[src/rtl/spi_slave_tx_sched.sv]
// SPI slave transmit scheduler: arbitrates register readback against memory
// burst readback and drives the shifter's counter/data load interface so that
// consecutive burst words leave MISO with no gap bit.
`timescale 1ns/1ps
module spi_slave_tx_sched #(
  parameter bit MEM_PRIO = 1'b0,
  parameter int WCNT_W   = 16
) (
  input  logic              sclk_i,
  input  logic              rst_i,
  input  logic              reg_req_i,
  input  logic [7:0]        reg_len_i,
  input  logic [31:0]       reg_data_i,
  output logic              reg_gnt_o,
  input  logic              mem_req_i,
  input  logic [WCNT_W-1:0] mem_words_i,
  output logic              mem_gnt_o,
  input  logic [31:0]       mem_rdata_i,
  input  logic              mem_rvalid_i,
  output logic              mem_rready_o,
  output logic [7:0]        tx_counter_o,
  output logic              tx_counter_upd_o,
  output logic [31:0]       tx_data_o,
  output logic              tx_data_valid_o,
  input  logic              tx_done_i,
  output logic              busy_o,
  output logic              active_src_o,
  output logic              underrun_o,
  output logic              sync_err_o
);

  typedef enum logic [1:0] {S_IDLE = 2'd0, S_LOAD = 2'd1, S_SHIFT = 2'd2} state_t;

  localparam logic [WCNT_W-1:0] WCNT_ONE = WCNT_W'(1);

  state_t            state_q, state_d;
  logic [7:0]        bit_cnt_q, bit_cnt_d;
  logic [WCNT_W-1:0] wcnt_q, wcnt_d;      // burst words not yet loaded
  logic              last_mem_q, last_mem_d;
  logic              reg_gnt_q, reg_gnt_d;
  logic              mem_gnt_q, mem_gnt_d;
  logic              rready_q, rready_d;
  logic [7:0]        counter_q, counter_d;
  logic              upd_q, upd_d;        // drives both load strobes
  logic [31:0]       data_q, data_d;
  logic              busy_q, busy_d;
  logic              src_q, src_d;
  logic              underrun_q, underrun_d;
  logic              sync_err_q, sync_err_d;
  logic              pick_mem;
  logic              reload;

  // Tie goes to mem if prioritised, else to whichever source was not served last.
  // last_mem resets to 1 so the first tie after reset goes to reg.
  assign pick_mem = mem_req_i && (!reg_req_i || MEM_PRIO || !last_mem_q);
  assign reload   = src_q && (wcnt_q != '0);

  // State and registered-output update
  always_ff @(posedge sclk_i) begin
    if (rst_i) begin
      state_q    <= S_IDLE;
      bit_cnt_q  <= '0;
      wcnt_q     <= '0;
      last_mem_q <= 1'b1;
      reg_gnt_q  <= 1'b0;
      mem_gnt_q  <= 1'b0;
      rready_q   <= 1'b0;
      counter_q  <= '0;
      upd_q      <= 1'b0;
      data_q     <= '0;
      busy_q     <= 1'b0;
      src_q      <= 1'b0;
      underrun_q <= 1'b0;
      sync_err_q <= 1'b0;
    end else begin
      state_q    <= state_d;
      bit_cnt_q  <= bit_cnt_d;
      wcnt_q     <= wcnt_d;
      last_mem_q <= last_mem_d;
      reg_gnt_q  <= reg_gnt_d;
      mem_gnt_q  <= mem_gnt_d;
      rready_q   <= rready_d;
      counter_q  <= counter_d;
      upd_q      <= upd_d;
      data_q     <= data_d;
      busy_q     <= busy_d;
      src_q      <= src_d;
      underrun_q <= underrun_d;
      sync_err_q <= sync_err_d;
    end
  end

  // Next-state: grant in IDLE, load/handshake in LOAD, count bits and chain burst words in SHIFT
  always_comb begin
    state_d    = state_q;
    bit_cnt_d  = bit_cnt_q;
    wcnt_d     = wcnt_q;
    last_mem_d = last_mem_q;
    reg_gnt_d  = 1'b0;
    mem_gnt_d  = 1'b0;
    rready_d   = 1'b0;
    counter_d  = counter_q;
    upd_d      = 1'b0;
    data_d     = data_q;
    busy_d     = busy_q;
    src_d      = src_q;
    underrun_d = underrun_q;
    sync_err_d = sync_err_q;
    case (state_q)
      S_IDLE: begin
        if (reg_req_i || mem_req_i) begin
          busy_d     = 1'b1;
          src_d      = pick_mem;
          last_mem_d = pick_mem;
          state_d    = S_LOAD;
          if (pick_mem) begin
            mem_gnt_d = 1'b1;
            wcnt_d    = (mem_words_i == '0) ? WCNT_ONE : mem_words_i;
            rready_d  = 1'b1;
          end else begin
            reg_gnt_d = 1'b1;
            upd_d     = 1'b1;
            counter_d = reg_len_i;
            data_d    = reg_data_i;
          end
        end
      end
      S_LOAD: begin
        if (upd_q) begin
          // strobes are on the bus this cycle; shifting starts next cycle
          state_d   = S_SHIFT;
          bit_cnt_d = counter_q;
        end else if (mem_rvalid_i && rready_q) begin
          upd_d     = 1'b1;
          counter_d = 8'd31;
          data_d    = mem_rdata_i;
          wcnt_d    = wcnt_q - WCNT_ONE;
        end else begin
          rready_d = 1'b1;
        end
      end
      S_SHIFT: begin
        if ((bit_cnt_q == 8'd0) != tx_done_i) sync_err_d = 1'b1;
        if (bit_cnt_q != 8'd0) bit_cnt_d = bit_cnt_q - 8'd1;
        // ready is raised one cycle ahead so the handshake lands on bit_cnt == 1
        if (bit_cnt_q == 8'd2 && reload) rready_d = 1'b1;
        if (bit_cnt_q == 8'd1 && reload) begin
          upd_d     = 1'b1;
          counter_d = 8'd31;
          wcnt_d    = wcnt_q - WCNT_ONE;
          if (mem_rvalid_i && rready_q) begin
            data_d = mem_rdata_i;
          end else begin
            data_d     = 32'h0;
            underrun_d = 1'b1;
          end
        end
        if (bit_cnt_q == 8'd0) begin
          if (upd_q) begin
            bit_cnt_d = counter_q;
          end else begin
            state_d = S_IDLE;
            busy_d  = 1'b0;
          end
        end
      end
      default: state_d = S_IDLE;
    endcase
  end

  assign reg_gnt_o        = reg_gnt_q;
  assign mem_gnt_o        = mem_gnt_q;
  assign mem_rready_o     = rready_q;
  assign tx_counter_o     = counter_q;
  assign tx_counter_upd_o = upd_q;
  assign tx_data_o        = data_q;
  assign tx_data_valid_o  = upd_q;
  assign busy_o           = busy_q;
  assign active_src_o     = src_q;
  assign underrun_o       = underrun_q;
  assign sync_err_o       = sync_err_q;

endmodule

[config.mk]
export PLATFORM = sky130hd
export DESIGN_NAME = spi_slave_tx_sched
export DESIGN_NICKNAME = d
export VERILOG_FILES = /design/src/rtl/spi_slave_tx_sched.sv
export SDC_FILE = /design/constraint.sdc
export NUM_CORES = 1
export LEC_CHECK = 0
export BUFFER_PORTS_ARGS = -buffer_cell sky130_fd_sc_hd__buf_2
export CORE_ASPECT_RATIO = 1.5
export CORE_MARGIN = 5
export CORE_UTILIZATION = 35
export DETAILED_ROUTE_END_ITERATION = 8
export GPL_TIMING_DRIVEN = 0
export PLACE_DENSITY = 0.66
export SLEW_MARGIN = 20
export SYNTH_ARGS = -nofsm -noshare
export SYNTH_HDL_FRONTEND = slang
export SYNTH_SLANG_ARGS = --single-unit
[constraint.sdc]
create_clock -name sclk_i -period 2.77 [get_ports sclk_i]
set_clock_uncertainty 0.15 [all_clocks]
set_input_delay 0.277 -clock sclk_i [delete_from_list [all_inputs] [get_ports sclk_i]]
set_output_delay 0.277 -clock sclk_i [all_outputs]
set_load 0.005 [all_outputs]
### After elaboration in Yosys (flattened, before gate mapping)

Cells that the tools add are included.

* reductions and logical operators: 26
* add/subtract/negate cells: 2
* equal/unequal tests: 14
* muxes and demuxes: 46
* bitwise gates (word level): 2

Operators with widths (number)
* $mux W32: 6
* $mux W16: 6
* $pmux W32 S3: 1
* $mux W8: 9
* $pmux W16 S3: 1
* $pmux W8 S3: 1
* $ne A2 B2 Y1 const B: 9
* $logic_not A16 Y1: 1
* $pmux W8 S2: 1
* $reduce_bool A16 Y1: 1
* $sub A16 B1 Y16 const B: 1
* $mux W1: 13
* $reduce_and A6 Y1: 2
* $eq A8 B1 Y1 const B: 1
* $eq A8 B2 Y1 const B: 1
* $logic_not A8 Y1: 1
* $mux W2: 4
* $reduce_and A4 Y1: 2
* $reduce_bool A8 Y1: 1
* $sub A8 B1 Y8 const B: 1
* $pmux W1 S3: 2
* $pmux W2 S3: 1
* $reduce_and A2 Y1: 3
* $logic_and A1 B1 Y1: 5
* 12 further kinds: 16

* register bits: 75

### Depth between registers and ports, before layout

Gate-level depths: netlist of run 1.

* depth after elaboration: 6
* mapped depth: 9
* gate-level depth less buffers: 7

### Least setup slack after synthesis of run 1

OpenSTA, ideal clock, no wires.

* kind: flip-flop to flip-flop
* start point: reg wcnt_q[2]
* end point: reg data_q[19] (netlist: tx_data_o[19])
* period minus slack after synthesis: 2247 ps
* arrival time: 1951 ps
* slack: 523 ps
* buffers on the path: 4
* data required time: 2474 ps
* setup time: 146 ps
* cell stages (with the launch flop): 10
* path through: dfxtp_1 -> buf_6 -> or4_1 -> buf_2 -> nor4_4 -> o31ai_2 -> buf_6 -> buf_6 -> a21oi_1 -> a211oi_2

* longest elaborated chain between the ends: 5

RTL lines
* from (decl): RTL line 38 `logic [WCNT_W-1:0] wcnt_q, wcnt_d;`
* from (signal assigned): RTL line 78 `wcnt_q <= wcnt_d;`
* $reduce_bool A16 Y1: RTL line 56 `assign reload = src_q && (wcnt_q != '0);`
* $logic_and A1 B1 Y1: RTL line 56
* $logic_and A1 B1 Y1: RTL line 147 `if (bit_cnt_q == 8'd1 && reload) begin`
* $ne A2 B2 Y1 (no line)
* $reduce_and A6 Y1 (no line)
* to (signal assigned): RTL line 85 `data_q <= data_d;`
* to (decl): RTL line 45 `logic [31:0] data_q, data_d;`

No other way between the ends.
A chain may end at the register's enable or synchronous reset.

### Final worst setup path of run 1

* start point: reg wcnt_q[2]
* end point: reg data_q[13] (netlist: tx_data_o[13])

The elaborated chain is that of the path after synthesis.

==> results of run 1 <==
-- per-stage QoR --
stage / std cells / setup WS [ps] / total power, uW
2_1_floorplan: 481 / 523 / 2660
3_3_place_gp: 776 / 83.4 / 3210
3_5_place_dp: 776 / 44.4 / 3240
4_1_cts: 792 / 43.2 / 4550
5_1_grt: 792 / 61.4 / 4810
6_report: 792 / 211 / 4560
-- cell families (layout without fill, tap and decap cells) --
family	after synthesis	count (layout)	synth area share, %
fa+ha+maj	10	10	2.98
flops	75	75	35.8
xor+xnor	1	1	0.209
buf+inv	65	223	7.66
compound gates	223	223	40.1
simple gates	106	106	13.1
mux	1	1	0.239
-- final timing paths --
| path | start | end | slack (ps) |
|---|---|---|---|
| max reg2reg | wcnt_q[2] | tx_data_o[13] | 210 |
| min reg2reg | sync_err_o | sync_err_o | 310 |
| max | wcnt_q[2] | tx_data_o[13] | 210 |
| min | reg_len_i[5] | tx_counter_o[5] | 70 |
-- worst reg2reg max path, stage by stage (launching register included) --
cell      delay [ps]
dfxtp_1          310
buf_6            130
or4_1            530
buf_2            190
nor4_4           350
o31ai_2          150
buf_6            180
buf_6            150
a21oi_1          210
a211oi_2          70
-- registers in the layout, indices dropped and copies added, names as in the netlist --
signal	count
tx_data_o	32
wcnt_q	16
bit_cnt_q	8
tx_counter_o	8
state_q	2
active_src_o	1
busy_o	1
last_mem_q	1
mem_gnt_o	1
mem_rready_o	1
reg_gnt_o	1
sync_err_o	1
tx_counter_upd_o	1
underrun_o	1
-- final cells by class --
type | instances | area (sq um)
fill | 1213 | 6460
clock inverter | 5 | 85.1
inverter | 20 | 75.1
sequential | 75 | 1500
buffer | 45 | 250
tap | 153 | 191
clock buffer | 11 | 243
timing repair buffer | 142 | 711
multi-input combinational | 341 | 2380
-- cell usage in the layout (no fill, tap or decap), types with 3 or more instances in the layout --
cell       netlist  layout
buf_2            5     147
dfxtp_1         75      75
a21oi_1         70      69
a22oi_1         34      34
nor2_1          32      32
a211oi_2        30      30
clkbuf_1        29      27
inv_1           20      20
nand2_1         19      19
o31ai_1         13      13
o21ai_0         12      12
a211oi_1        12      12
nor3_1          10      10
nand3_1         10      10
ha_1            10      10
o311ai_0         9       9
buf_6            9       9
clkbuf_16        0       9
nor4_1           7       7
a31oi_1          7       7
nand4_1          7       7
and3_1           5       5
and2_1           4       4
a32o_1           4       4
a21o_1           4       4
clkbuf_2         0       3
o32ai_1          3       3
-- metal layers --
| layer | global-route usage (%) | routed length [um] | up-vias |
|---|---|---|---|
| met4 | 10.3 | 607 | 0 |
| li1 | - | - | 2170 |
| met3 | 5.50 | 1290 | 43 |
| met1 | 22.9 | 5660 | 2121 |
| met2 | 35.0 | 7260 | 245 |
| met5 | 0 | 0 | - |
-- power by group through the flow --
stage	logic, uW	registers [uW]	clock network, uW
floorplan	1210	1450	0
global placement	1750	1460	0
detailed placement	1780	1460	0
CTS	1790	1450	1320
global route	1970	1470	1360
finish	1810	1450	1300
-- repair_timing --
action                                  in CTS  in global routing
hold buffers                                 0                  0
endpoints found under the setup margin       0                 22
gates resized for setup                      0                  7
endpoints found under the hold margin        0                  0
==> results.yml, run 1 <==
status:
  status: "completed"
finish:
  num_antenna_cells: 0
  drive_above_1_share_pct: 34.3
  finalCoreUtilization_pct: 45.7
  flow.area_growth_from_synthesis_pct: 29.5
  area_of_all_placed_cells_without_fillers_sq_mm: 0.00543
  layout.nets: 738
clock_tree:
  tritoncts_num_sinks: 75
  tritoncts_clock_tree: "yes"
  ctsRootBufferMaster: "clkbuf_16"
  cts_made_buffers: 9
  clockBufferDepth: 2
  post_cts_buffers: 0
  htreeDepth: 3
  clock_pin_slew_on_the_worst_setup_and_hold_paths_ps: 60
  clock_insertion_delay_worst_skew_ps: 340
synth:
  synth_top_area_share_pct: 35.8
  post_synth_instance_area_sq_mm: 0.00420
  synth_enable_flop_cells: 0
  synth_fp_nets: 585
  asyncSetResetFlopFracSynth_pct: 0
  postSynthAreaPerCell_sq_um: 8.72
  ys_warn_count: 0
  synthTopCellsByCount: "dfxtp_1, a21oi_1, a22oi_1"
  synth_most_common_cell: "dfxtp_1"
  synth.yosys.seq_area_share_pct: 35.8
  yosysTopAreaCell: "dfxtp_1"
  synth-seq-cells: 75
  synthFlopType: "dfxtp_1"
  yosys-top-cells-area: "dfxtp_1, a211oi_2, a21oi_1, a22oi_1, ha_1"
  gate_count_after_technology_mapping: 481
  netlist-cell-type-count: 57
critical_path:
  critical_path.top_delay_family: "simple AND/OR/NAND/NOR gates"
  worst-r2r-cell-count: 9
  timing.critical_path.required_ps: 2810
  cp_depth: 9
  worstSetupEndpointType: "flip-flop"
  launching_element_type_of_the_critical_path: "flip-flop"
  critical-path-slowest-cell: "or4_1"
  crit_top_cell: "buf_6"
  cp_data_arrival_time_ps: 2600
  cp_cell_sequence: "buf_6 > or4_1 > buf_2 > nor4_4 > o31ai_2 > buf_6 > buf_6 > a21oi_1 > a211oi_2"
  critPathBufInv: 4
  critPathMaxStageDelay_ps: 530
  worst-path-max-fanout: 10
  criticalPathCategory: "flip-flop to flip-flop"
floorplan:
  design.die.area_sq_mm: 0.0143
  core-area_sq_mm: 0.0119
  io_pins: 143
  floorplan.initialDensity_pct: 35.3
  fp-row-count: 49
  die_height_um: 144
  die_w_um: 99.4
sta:
  setup-tns-final_ps: 0
  finalCriticalPeriod_ps: 2560
  timing.fmax_ghz: 0.391
  worst_slew_margin_rel_pct: 51.0
  drv_slew: 0
  setup-violations-final: 0
  timing.hold.ws_ps: 66.3
  tightestPinTransition_ps: 735
  final_min_period_over_clock_period_pct: 92.4
  hold_viol: 0
  rsz0062_at_grt: "no"
pwr:
  power_switching_uw: 1730
  proportion_of_power_drawn_by_combinational_gates_pct: 39.8
  ir_drop_uv: 353
  p_clk_share_pct: 28.4
  powerDensity_mw_per_mm2: 839
  share_seq_of_total_power_pct: 31.8
  internal_power_uw: 2830
  power.share.switching_pct: 37.9
  leakagePower_uw: 0.00222
global_route:
  pin_count_of_the_biggest_net_entering_global_routing: 14
  first_global_vias: 4586
  global_route.usage.total_pct: 20.3
  gr-total-overflow: 0
  global_route_wire_length_before_repair_um: 23400
  grt_antenna_before_repair: 0
route:
  violation_count_after_the_first_detailed_routing_iteration: 420
  ant_nets: 0
  wl_per_cell_um: 18.7
  routed-via-count: 4579
  first_pass_iters: 5
  postRouteWirelength_um: 14800
  drc_errors: 0
  routed_via_density: 5.78
placement:
  cell_area_reported_after_detailed_placement_sq_mm: 0.00510
  hpwl_um: 11200
  weighted_congestion_at_the_end_of_routability_driven_global_placement: 0.954
  place.port_buffers: 142
min_path:
  worst_hold_path.num_cells: 3
  hold_class: "primary input to flip-flop"
run:
  max-cap-violations: 0
Note: power is estimated with default switching activity, not from simulation.
==> run 2: changes to the inputs <==
Settings changed: CORE_UTILIZATION 35 to 50, PLACE_DENSITY 0.66 to 0.87, REMOVE_ABC_BUFFERS set to 1.
==> run 2 against run 1 <==
Compared with the run above:
- sequential share of layout area is 0.68 points higher
- sequential cell count stayed put
- combinational power is essentially flat
- largest cell class unchanged
- count of clock-buffer cells in the layout rose by 2
- sequential power barely moved
==> results.yml, run 2 (synthesis results as in run 1) <==
critical_path:
  launching_element_type_of_the_critical_path: "flip-flop"
  cp_data_arrival_time_ps: 2760
  critPathMaxStageDelay_ps: 730
  criticalPathCategory: "flip-flop to flip-flop"
  worstSetupEndpointType: "flip-flop"
  regToRegStartpoint: "wcnt_q[8]"
  timing.reg2reg.setup_slack_ps: 60
  worst-r2r-cell-count: 6
  worstReg2RegEnd: "wcnt_q[1]"
  cp_cell_sequence: "or4_1 > nor4_4 > o31ai_4 > buf_6 > nand2_1 > a211oi_1"
  timing.critical_path.required_ps: 2810
  critical-path-slowest-cell: "or4_1"
  worst-path-max-fanout: 16
global_route:
  global_route_wire_length_before_repair_um: 20200
  grt.busiest_layer: "met2"
  global_route.usage.met3_pct: 6.29
  global_route.usage.total_pct: 23.9
  met2_usage_pct: 41.2
  gr-total-overflow: 0
  grt_antenna_before_repair: 0
  grt.met1_usage_pct: 27.0
  first_global_vias: 4393
  pin_count_of_the_biggest_net_entering_global_routing: 43
sta:
  final_min_period_over_clock_period_pct: 97.9
  timing.hold.ws_ps: 81.3
  finalCriticalPeriod_ps: 2710
  drv_slew: 0
  tightestPinTransition_ps: 797
  timing.fmax_ghz: 0.369
  postLayoutSetupSlackWorst_ps: 56.9
  setup-violations-final: 0
  worst_slew_margin_rel_pct: 46.8
  hold_viol: 0
clock_tree:
  tritoncts_clock_tree: "yes"
  clock_pin_slew_on_the_worst_setup_and_hold_paths_ps: 60
  ctsRootBufferMaster: "clkbuf_16"
  cts_made_buffers: 9
  clock_insertion_delay_worst_skew_ps: 340
  clockBufferDepth: 2
  htreeDepth: 3
  cts-hold-fix-buffers: 0
  tritoncts_num_sinks: 75
route:
  routed_via_density: 6.27
  postRouteWirelength_um: 12800
  routed-via-count: 4445
  wl_per_cell_um: 18.0
  first_pass_iters: 7
  violation_count_after_the_first_detailed_routing_iteration: 489
  drc_errors: 0
  ant_nets: 0
finish:
  layout.cells.non_filler: 709
  fillers: 721
  layout.nets: 702
  mostFrequentLayoutCells: "buf_2, dfxtp_1, a21oi_1"
  largest_register_ff_count: 32
  flow.area_growth_from_synthesis_pct: 26.4
  layout.cells.most_common: "buf_2"
  drive_above_1_share_pct: 35.4
  num_antenna_cells: 0
placement:
  hpwl_um: 8790
  weighted_congestion_at_the_end_of_routability_driven_global_placement: 0.886
  place.port_buffers: 142
  post-place-cells: 691
  post-place-ws_ps: -539
floorplan:
  fp-row-count: 41
  die_height_um: 122
  core-area_sq_mm: 0.00831
  io_pins: 143
  design.die.area_sq_mm: 0.0104
  floorplan.initialDensity_pct: 50.5
  die_w_um: 84.8
min_path:
  hold_path_end: "tx_counter_o[5]"
  worst_hold_path.num_cells: 3
  hold_class: "primary input to flip-flop"
  min-delay-start: "reg_len_i[5]"
pwr:
  total_power_uw: 4390
  ir_drop_uv: 486
  leakagePower_uw: 0.00217
  powerDensity_mw_per_mm2: 829
run:
  max-cap-violations: 0
status:
  status: "completed"
## run 2: cell count changes in the layout (fill, tap and decap cells not counted), sizes merged
cell,previous run,this run
clkbuf,40,13
a21oi,71,72
buf,158,150
inv,21,20
clkinvlp,1,0
bufinv,2,1
## run 2: critical path, delay by kind of cell, from the launching register on
family	cells	cell delay (ps)
DFF	1	330
buffers and inverters	1	200
and+or+nand+nor	3	1590
AOI/OAI and AO/OA	2	290
## run 2: cell type report
cell class                 instances  area, sq um  share of cell area (%)
tap                              107          134                    2.53
sequential                        75         1500                    28.3
inverter                          20         75.1                    1.42
clock inverter                     2         35.0                   0.661
multi-input combinational        342         2430                    45.9
clock buffer                      13          260                    4.91
timing repair buffer             150          862                    16.3
## run 2: metal layers
metal	vias up	wire [um]	share of wire [%]
met2	250	6380	50
met1	2058	4840	38
met3	45	1140	8.9
met4	0	418	3.3
li1	2092	-	-
met5	-	0	0
## run 2: timing repair
action / in CTS / in global routing
gates cloned: 1 / 0
endpoints found under the hold margin: 0 / 0
endpoints found under the setup margin: 35 / 35
buffers inserted: 1 / 1
gates resized for setup: 2 / 3
pin swaps: 0 / 1
## run 2: worst max-delay path by stage
stage / startpoint / end
after floorplan: bit_cnt_q[7] / wcnt_q[6]
after global placement: bit_cnt_q[6] / wcnt_q[6]
after detailed placement: state_q[1] / tx_data_o[30]
after CTS: state_q[1] / tx_data_o[0]
after global routing: bit_cnt_q[2] / wcnt_q[3]
final: wcnt_q[8] / wcnt_q[1]
## run 2: power breakdown
part | total [uW] | switching (uW) | leakage (uW) | internal (uW)
registers | 1440 | 150 | 0.000618 | 1290
logic | 1780 | 1060 | 0.00140 | 718
clock network | 1170 | 426 | 0.000146 | 740
total | 4390 | 1640 | 0.00217 | 2750
## run 2: per-stage QoR
step	util (%)	instance area, sq um	setup TNS, ps
after global placement	57.7	4790	-120380
after CTS	63.3	5260	0
after floorplan	-	3950	-47800
after global routing	63.8	5300	-132
final	63.8	5300	0
after detailed placement	59.3	4930	-16310
